`config.mk`:
```
export PLATFORM = sky130hd
export DESIGN_NAME = mem_port_arbiter
export DESIGN_NICKNAME = d
export VERILOG_FILES = /design/src/rtl/mem_port_arbiter.sv
export SDC_FILE = /design/constraint.sdc
export NUM_CORES = 1
export LEC_CHECK = 0
export BUFFER_PORTS_ARGS = -buffer_cell sky130_fd_sc_hd__buf_2
export CORE_ASPECT_RATIO = 2
export CORE_MARGIN = 5
export CORE_UTILIZATION = 40
export CTS_CLUSTER_DIAMETER = 120
export CTS_CLUSTER_SIZE = 20
export DETAILED_ROUTE_END_ITERATION = 8
export GPL_TIMING_DRIVEN = 0
export PLACE_DENSITY = 0.68
export SLEW_MARGIN = 15
export SYNTH_ARGS = -nofsm -noshare
export SYNTH_HDL_FRONTEND = slang
export SYNTH_SLANG_ARGS = --single-unit
```
`constraint.sdc`:
```
create_clock -name clk -period 1.8 [get_ports clk]
set_clock_uncertainty 0.1 [all_clocks]
set_input_delay 0.09 -clock clk [delete_from_list [all_inputs] [get_ports clk]]
set_output_delay 0.09 -clock clk [all_outputs]
set_load 0.02 [all_outputs]
```
`src/rtl/mem_port_arbiter.sv`:
```
// Arbitrates one single-ported memory between instruction fetch and data load/store.
// Data has priority; a starvation counter forces a fetch after STARVE_MAX consecutive data grants.
module mem_port_arbiter #(
  parameter int AW         = 16,
  parameter int DW         = 16,
  parameter int LAT        = 2,
  parameter int STARVE_MAX = 4
) (
  input  logic          clk,
  input  logic          rst,
  input  logic          if_req,
  input  logic [AW-1:0] if_addr,
  output logic [DW-1:0] if_rdata,
  output logic          if_ack,
  output logic          if_stall,
  input  logic          d_req,
  input  logic          d_we,
  input  logic [AW-1:0] d_addr,
  input  logic [DW-1:0] d_wdata,
  output logic [DW-1:0] d_rdata,
  output logic          d_ack,
  output logic [AW-1:0] m_addr,
  output logic [DW-1:0] m_wdata,
  output logic          m_wen,
  input  logic [DW-1:0] m_rdata,
  output logic          busy
);

  // state  | meaning
  // IDLE   | no access in flight; arbitrate on every edge
  // IF_ACC | fetch access in flight, cnt counts latency cycles
  // D_ACC  | data access in flight, cnt counts latency cycles
  typedef enum logic [1:0] {IDLE, IF_ACC, D_ACC} state_t;

  localparam int SW = (STARVE_MAX < 1) ? 1 : $clog2(STARVE_MAX + 1);

  state_t        state, state_nxt;
  logic [2:0]    cnt;
  logic [SW-1:0] starve_cnt;
  logic          d_we_q;
  logic          grant_if, grant_d, acc_done, starved;

  assign starved  = (starve_cnt == SW'(STARVE_MAX));
  assign busy     = (state != IDLE);
  assign if_stall = if_req & ~if_ack;

  always_comb begin
    state_nxt = state;
    grant_if  = 1'b0;
    grant_d   = 1'b0;
    acc_done  = (state != IDLE) && (cnt == 3'(LAT));
    case (state)
      IDLE: begin
        if (if_req && (!d_req || starved)) begin
          grant_if  = 1'b1;
          state_nxt = IF_ACC;
        end else if (d_req) begin
          grant_d   = 1'b1;
          state_nxt = D_ACC;
        end
      end
      IF_ACC, D_ACC: begin
        if (acc_done) state_nxt = IDLE;
      end
      default: state_nxt = IDLE;
    endcase
  end

  always_ff @(posedge clk) begin
    if (rst) state <= IDLE;
    else     state <= state_nxt;
  end

  always_ff @(posedge clk) begin
    if (rst) begin
      cnt        <= '0;
      starve_cnt <= '0;
      d_we_q     <= 1'b0;
      if_ack     <= 1'b0;
      d_ack      <= 1'b0;
      if_rdata   <= '0;
      d_rdata    <= '0;
      m_addr     <= '0;
      m_wdata    <= '0;
      m_wen      <= 1'b1;
    end else begin
      // acks and the write strobe are single-cycle pulses by default
      if_ack <= 1'b0;
      d_ack  <= 1'b0;
      m_wen  <= 1'b1;
      if (grant_if) begin
        m_addr <= if_addr;
        cnt    <= 3'd1;
      end else if (grant_d) begin
        m_addr  <= d_addr;
        m_wdata <= d_wdata;
        m_wen   <= ~d_we;
        d_we_q  <= d_we;
        cnt     <= 3'd1;
      end else if (state != IDLE) begin
        if (acc_done) begin
          cnt <= '0;
          if (state == IF_ACC) begin
            if_rdata <= m_rdata;
            if_ack   <= 1'b1;
          end else begin
            if (!d_we_q) d_rdata <= m_rdata;
            d_ack <= 1'b1;
          end
        end else begin
          cnt <= cnt + 3'd1;
        end
      end

      if (state == IDLE) begin
        if (grant_if || !if_req)      starve_cnt <= '0;
        else if (grant_d && !starved) starve_cnt <= starve_cnt + 1'b1;
      end
    end
  end

endmodule

```
==> impl_results.md, run 1 <==
* Slew margin rel. at 0.6492
* CTS max path bufs at 2
* Status: finished, final reports clean
* CTS H-tree lvls at 3
* Num Clock Sinks at between 70 and 80
* DP Area at roughly 4000 um^2
* Final Cycle Share at 0.9651
* Commonest cells in the netlist: nand2_1, dfxtp_1, inv_1
* Pleak at around 2.4 nW
* Share of post-route cells with drive strength above 1 at 0.3248
* Register area share after synthesis at 0.4686
* Die Y at ~140 um
* Worst Tran Pin Value at 526.2 ps
* Initial antenna violation count at 0
* Required @ worst endpoint at between 1500 and 2000 ps
* Fmax at between 500 and 600 MHz
* Worst vdd ir at between 800 and 900 uV
* Num CTS Buffers at 9
* Nets at between 600 and 700
* Io pins at 138
* R2R cell count at 8
* Reg2reg end: m_wdata[11]
* Tot GR Track Use at 0.2163
* Flop2flop setup slack at 60 ps
* Setup-failing EPs final at 0
* Stages on the worst setup path at 8
* Top cells by area, synth: dfxtp_1, nand2_1, a21oi_1
* Final Cell Area at ~5000 um^2
* Final Hold Viols at 0
* Area delta synth->final at 54.53%
* Synthesized instance count at 370
* Die Wd at 73.71 um
* Synthesized area at between 3000 and 4000 um^2
* Gr ovfl total at 0
* Slew Viols, Final at 0
* Largest net degree at the start of global routing at 12
* Hold WS at roughly 120 ps
* Maximum Capacitance Violations at 0
* Worst path cell trace: inv_1, ha_2, and2_4, buf_6, and2_4, buf_6, buf_6, a31o_2
* First-pass GRT wire length at 16,750 um
* GPL Wtd Cong at 0.8308
* Setup crit end: m_wdata[11]
* Cell family with most CP delay: buffers and inverters
* Core area at 7943 um^2
* CP max stage delay at between 300 and 400 ps
* Core Rows at 46
* Yosys warns at 0
* Critical path class: reg2reg
* Synth top area share at 0.4686
* CP arrival at between 1500 and 2000 ps
* Flops & latches, synth at 76
* Tmin final at approximately 1700 ps
* Top-count cell post-synth: nand2_1
* # port buffers at between 100 and 150
* Crit path top cell by count: buf_6
* DRC violations left at 0
* Main synth FF type: dfxtp_1
* Post-synth EDFFs at 0
* Diodes inserted at 0
* CTS tree: yes
* Initial Utilization at 0.4088
* Hold Crit Class: in2reg
* DP HPWL at approximately 7300 um
* Clock insertion delay at the later pin of the skew report at between 300 and 400 ps
* Drt via density at roughly 5.0
* Syn nets at 445
* Critical Path Source Type: register
* Kind of end point of the critical path: register
* Fillcell total at 666
* Count of cell types in the netlist at 39
* Bufs and invs on worst path at 4
* R2R Path Start: state[1]
* First drt pass iteration count at 5
* FFs w/ async S/R, synth at 0
* Final WL at roughly 10,000 um
* Critical Path Source: state[1]
* Detailed-route via count at about 3,400
* Area leader, netlist: dfxtp_1
* Power Dens Cells at around 1100 nW/um^2
* Power after layout at between 5 and 6 mW
* Clock slew at reported path FFs at roughly 60 ps
* Crit-path max FO at 10
* CTS root buf: clkbuf_16
* Average cell area after synthesis at approximately 8.8 um^2
* RSZ-0062 raised after global routing: yes
* DR WL/cell at 15.28 um
* Antenna viol nets, final at 0
* Worst path slowest cell: dfxtp_1
* DR iter-0 viols at between 150 and 200
* Die area at between 10,000 and 15,000 um^2
* Vias in the first global route at around 3,600
[worst reg2reg max path: cells and delay by family (launching register included)]
kind / cells / cell delay, ps
AND/OR/NAND/NOR: 2 / 280
adder cells (fa/ha/maj): 1 / 220
buffers and inverters: 4 / 460
AO/OA/AOI/OAI: 1 / 240
flip-flops: 1 / 330
[report_power, final]
group,leakage [nW],switching [mW],internal (mW)
logic,1.60,0.966,0.754
registers,0.621,0.136,1.94
clock network,0.135,0.644,0.996
total,2.35,1.75,3.69
[repair_timing]
action                     in CTS  in global routing
pin swaps                       1                  2
setup endpoints to repair      40                 57
buffers inserted                1                  1
hold endpoints to repair       67                  0
gates resized for setup         3                  7
hold buffers                   66                  0
[sequential cells by signal, summed over array words and instances, names as in the netlist]
| signal | flops |
|---|---|
| starve_cnt | 3 |
| m_addr | 16 |
| d_rdata | 16 |
| m_wen | 1 |
| m_wdata | 16 |
| state | 2 |
| if_ack | 1 |
| d_we_q | 1 |
| d_ack | 1 |
| cnt | 3 |
| if_rdata | 16 |
[cells in the final DEF (no fill, tap or decap), types with 3 or more instances in the layout]
| cell type | n |
|---|---|
| nor2_1 | 8 |
| buf_1 | 4 |
| ha_1 | 5 |
| a31o_2 | 13 |
| a31o_1 | 3 |
| a21oi_1 | 34 |
| nand2b_1 | 16 |
| mux2i_1 | 16 |
| nand2_1 | 85 |
| clkbuf_1 | 8 |
| inv_1 | 40 |
| a222oi_1 | 16 |
| buf_4 | 6 |
| clkbuf_16 | 9 |
| buf_2 | 141 |
| dlygate4sd3_1 | 66 |
| dfxtp_1 | 75 |
| buf_6 | 7 |
[through the flow]
step                setup WS, ps  std cells  setup TNS (ps)  utilization
global placement          -115.1        601           -2380       0.5090
CTS                        7.662        683               0       0.6289
detailed placement        -153.7        601           -3107       0.5090
floorplan                  60.21        370               0            -
finish                     62.82        684               0       0.6317
global route              -68.76        684          -667.6       0.6317
[layer usage]
| layer | share of wire | vias to the layer above | GRT usage |
|---|---|---|---|
| met1 | 0.36 | 1570 | 0.2091 |
| met2 | 0.54 | 149 | 0.4022 |
| met3 | 0.074 | 25 | 0.05040 |
| met5 | 0 | - | 0 |
| li1 | - | 1685 | - |
| met4 | 0.032 | 0 | 0.1210 |
[area by class of cell]
type | count | area [um^2] | share of cell area
multi-input cells | 226 | 1421 | 0.2833
repair buffers | 203 | 1351 | 0.2693
plain buffers | 28 | 181.4 | 0.03616
well taps | 96 | 120.1 | 0.02394
inverters | 40 | 150.1 | 0.02993
clock inverters | 2 | 10.01 | 0.001995
clock buffers | 13 | 260.3 | 0.05187
flip-flops and latches | 76 | 1523 | 0.3035
[worst min path at each step]
stage,startpoint,end,slack [ps],cells after the start
finish,if_req,starve_cnt[2],120,3
CTS,if_req,starve_cnt[2],100,3
floorplan,d_we,m_wen,80,1
global route,if_req,starve_cnt[2],130,3
detailed placement,d_we,m_wen,210,2
global placement,d_we,m_wen,200,2
[cells by family after synthesis]
logic type | after synthesis | synth area share
mux | 16 | 0.04932
simple gates | 124 | 0.1792
compound gates | 80 | 0.1788
flops | 76 | 0.4686
fa+ha+maj | 6 | 0.02312
buf+inv | 68 | 0.1010
(Power assumes the default switching activity.)
==> inputs of run 2 (changes only) <==
- BUFFER_PORTS_ARGS: -buffer_cell sky130_fd_sc_hd__buf_2 -> unset
- CORE_UTILIZATION: 40 -> 50
- DONT_BUFFER_PORTS: unset -> 1
- PLACE_DENSITY: 0.68 -> 0.64
==> impl_results.md, run 2 (synthesis results as in run 1) <==
* Power Dens Cells at 1181 nW/um^2 (was 1084 nW/um^2)
* Core Rows at 41 (was 46)
* Tot GR Track Use at 0.2312 (was 0.2163)
* GPL Wtd Cong at 0.7422 (was 0.8308)
* Worst path slowest cell: dfxtp_2 (was dfxtp_1)
* Io pins at 138 (unchanged)
* Largest net degree at the start of global routing at 13 (was 12)
* Int Power at 3.473 mW (was 3.690 mW)
* DP Area at 3354 um^2 (was 4043 um^2)
* Num CTS Buffers at 9 (unchanged)
* DRC violations left at 0 (unchanged)
* Diodes inserted at 0 (unchanged)
* Sequential share of power at 0.462 (was 0.382)
* First drt pass iteration count at 4 (was 5)
* Tmin final at 1766 ps (was 1737 ps)
* Final Cycle Share at 0.9809 (was 0.9651)
* Power after layout at 5.177 mW (was 5.436 mW)
* Critical path class: reg2reg (unchanged)
* Crit path top cell by count: buf_6 (unchanged)
* Fillcell total at 500 (was 666)
* Clock slew at reported path FFs at 60 ps (about the same)
* Slew Viols, Final at 0 (unchanged)
* Detailed-route via count at 2,962 (was 3,429)
* Crit-path max FO at 10 (unchanged)
* Num Clock Sinks at 76 (unchanged)
* Kind of end point of the critical path: register (unchanged)
* Commonest non-fill, non-tap cells in the layout: nand2_1, dfxtp_1, dlygate4sd3_1 (was buf_2, nand2_1, dfxtp_1)
* CTS max path bufs at 2 (unchanged)
* Maximum Capacitance Violations at 0 (unchanged)
* Final Hold Viols at 0 (unchanged)
* Final WL at 9248 um (was 10,450 um)
* Psw at 1.704 mW (was 1.746 mW)
* CTS tree: yes (unchanged)
* Gr ovfl total at 0 (unchanged)
* Pleak at 1.753 nW (was 2.352 nW)
* Placed insts at 456 (was 601)
* Core area at 6310 um^2 (was 7943 um^2)
* Worst Tran Pin Value at 515.9 ps (was 526.2 ps)
* CTS H-tree lvls at 3 (unchanged)
* Area delta synth->final at 34.99% (was 54.53%)
* CP max stage delay at 340 ps (was 330 ps)
* # port buffers at 0 (was 135)
* Drt via density at 5.435 (was 5.013)
* Initial antenna violation count at 0 (unchanged)
* Cell family with most CP delay: buffers and inverters (unchanged)
* Nets at 529 (was 659)
* Initial Utilization at 0.5146 (was 0.4088)
* CTS root buf: clkbuf_16 (unchanged)
* DR iter-0 viols at 158 (was 151)
* Worst vdd ir at 908.1 uV (was 806.3 uV)
* Required @ worst endpoint at 1900 ps (was 1920 ps)
* Bufs and invs on worst path at 4 (unchanged)
* Hold Crit Class: in2reg (unchanged)
* Clock insertion delay at the later pin of the skew report at 330 ps (about the same)
* Slew margin rel. at 0.6561 (was 0.6492)
* Setup-failing EPs final at 0 (unchanged)
* CP arrival at 1860 ps (was 1850 ps)
* Fin cells at 545 (was 684)
* Most common cell after layout, fill and taps aside: nand2_1 (was buf_2)
* Worst path cell trace: inv_2, ha_4, and2_4, buf_6, and2_4, buf_6, buf_6, a222oi_1 (was inv_1, ha_2, and2_4, buf_6, and2_4, buf_6, buf_6, a31o_2)
* Status: finished, final reports clean (unchanged)
* Fmax at 566.4 MHz (was 575.6 MHz)
* Flop2flop setup slack at 30 ps (was 60 ps)
* Logic pwr share at 0.234 (was 0.316)
* Final core area utilization at 0.6946 (was 0.6317)
* Die area at 8303 um^2 (was 10,130 um^2)
* First-pass GRT wire length at 14,300 um (was 16,750 um)
* Final Cell Area at 4383 um^2 (was 5017 um^2)
* Clock power share at 0.305 (was 0.302)
* Antenna viol nets, final at 0 (unchanged)
* DP HPWL at 6270 um (was 7291 um)
* DR WL/cell at 16.97 um (was 15.28 um)
* Share of post-route cells with drive strength above 1 at 0.1460 (was 0.3248)
* Critical Path Source Type: register (unchanged)
* Die Wd at 66.98 um (was 73.71 um)
* Die Y at 124.0 um (was 137.4 um)
* Vias in the first global route at 3,029 (was 3,578)
* Sw Ratio at 0.3291 (was 0.3212)
-- run 2: worst paths after layout --
kind                  from    endpoint  cells past startpoint
setup / recovery  state[0]  m_addr[11]                      8
hold / removal         rst  m_wdata[0]                      3
setup reg to reg  state[0]  m_addr[11]                      8
hold reg to reg   state[1]    state[1]                      1
-- run 2: final cells by class --
| type | instances | area (um^2) | share of cell area |
|---|---|---|---|
| buffer | 28 | 181.4 | 0.04139 |
| clock buffer | 11 | 232.7 | 0.05310 |
| clock inverter | 5 | 28.78 | 0.006566 |
| inverter | 40 | 150.1 | 0.03426 |
| multi-input combinational | 226 | 1443 | 0.3291 |
| sequential | 76 | 1524 | 0.3477 |
| tap | 86 | 107.6 | 0.02455 |
| timing repair buffer | 73 | 715.7 | 0.1633 |
-- run 2: worst reg2reg max path: stages, from the launching register on --
cell,delay [ps]
dfxtp_2,340
inv_2,50
ha_4,170
and2_4,140
buf_6,130
and2_4,130
buf_6,130
buf_6,140
a222oi_1,320
-- run 2: repair_timing --
action / in CTS / in global routing
endpoints found under the setup margin: 41 / 51
pin swaps: 1 / 3
hold buffers: 67 / 0
endpoints found under the hold margin: 67 / 0
resized for setup: 4 / 12
setup buffers: 1 / 5
-- run 2: metal layers --
metal,vias up,GRT usage,wire (um),part of all wire
met5,-,0,0,0
met2,120,0.4440,5169,0.56
li1,1414,-,-,-
met4,0,0.1283,354,0.038
met3,28,0.07130,654,0.071
met1,1400,0.2022,3069,0.33
-- run 2: through the flow --
stage	setup slack, ps	hold WS, ps	setup TNS (ps)
after floorplan	60.21	79.19	0
after global placement	-170.8	90.80	-2770
after detailed placement	-184.4	98.54	-3097
after CTS	26.74	7.463	0
after global routing	-14.31	36.11	-14.33
final	34.33	29.85	0
-- run 2: power groups by stage --
stage / Sequential, mW / Combinational, mW / Clock (mW)
finish: 2.39 / 1.21 / 1.58
CTS: 2.39 / 1.13 / 1.62
global route: 2.42 / 1.35 / 1.69
detailed placement: 2.42 / 0.985 / 0
global placement: 2.42 / 0.960 / 0
floorplan: 2.35 / 0.816 / 0
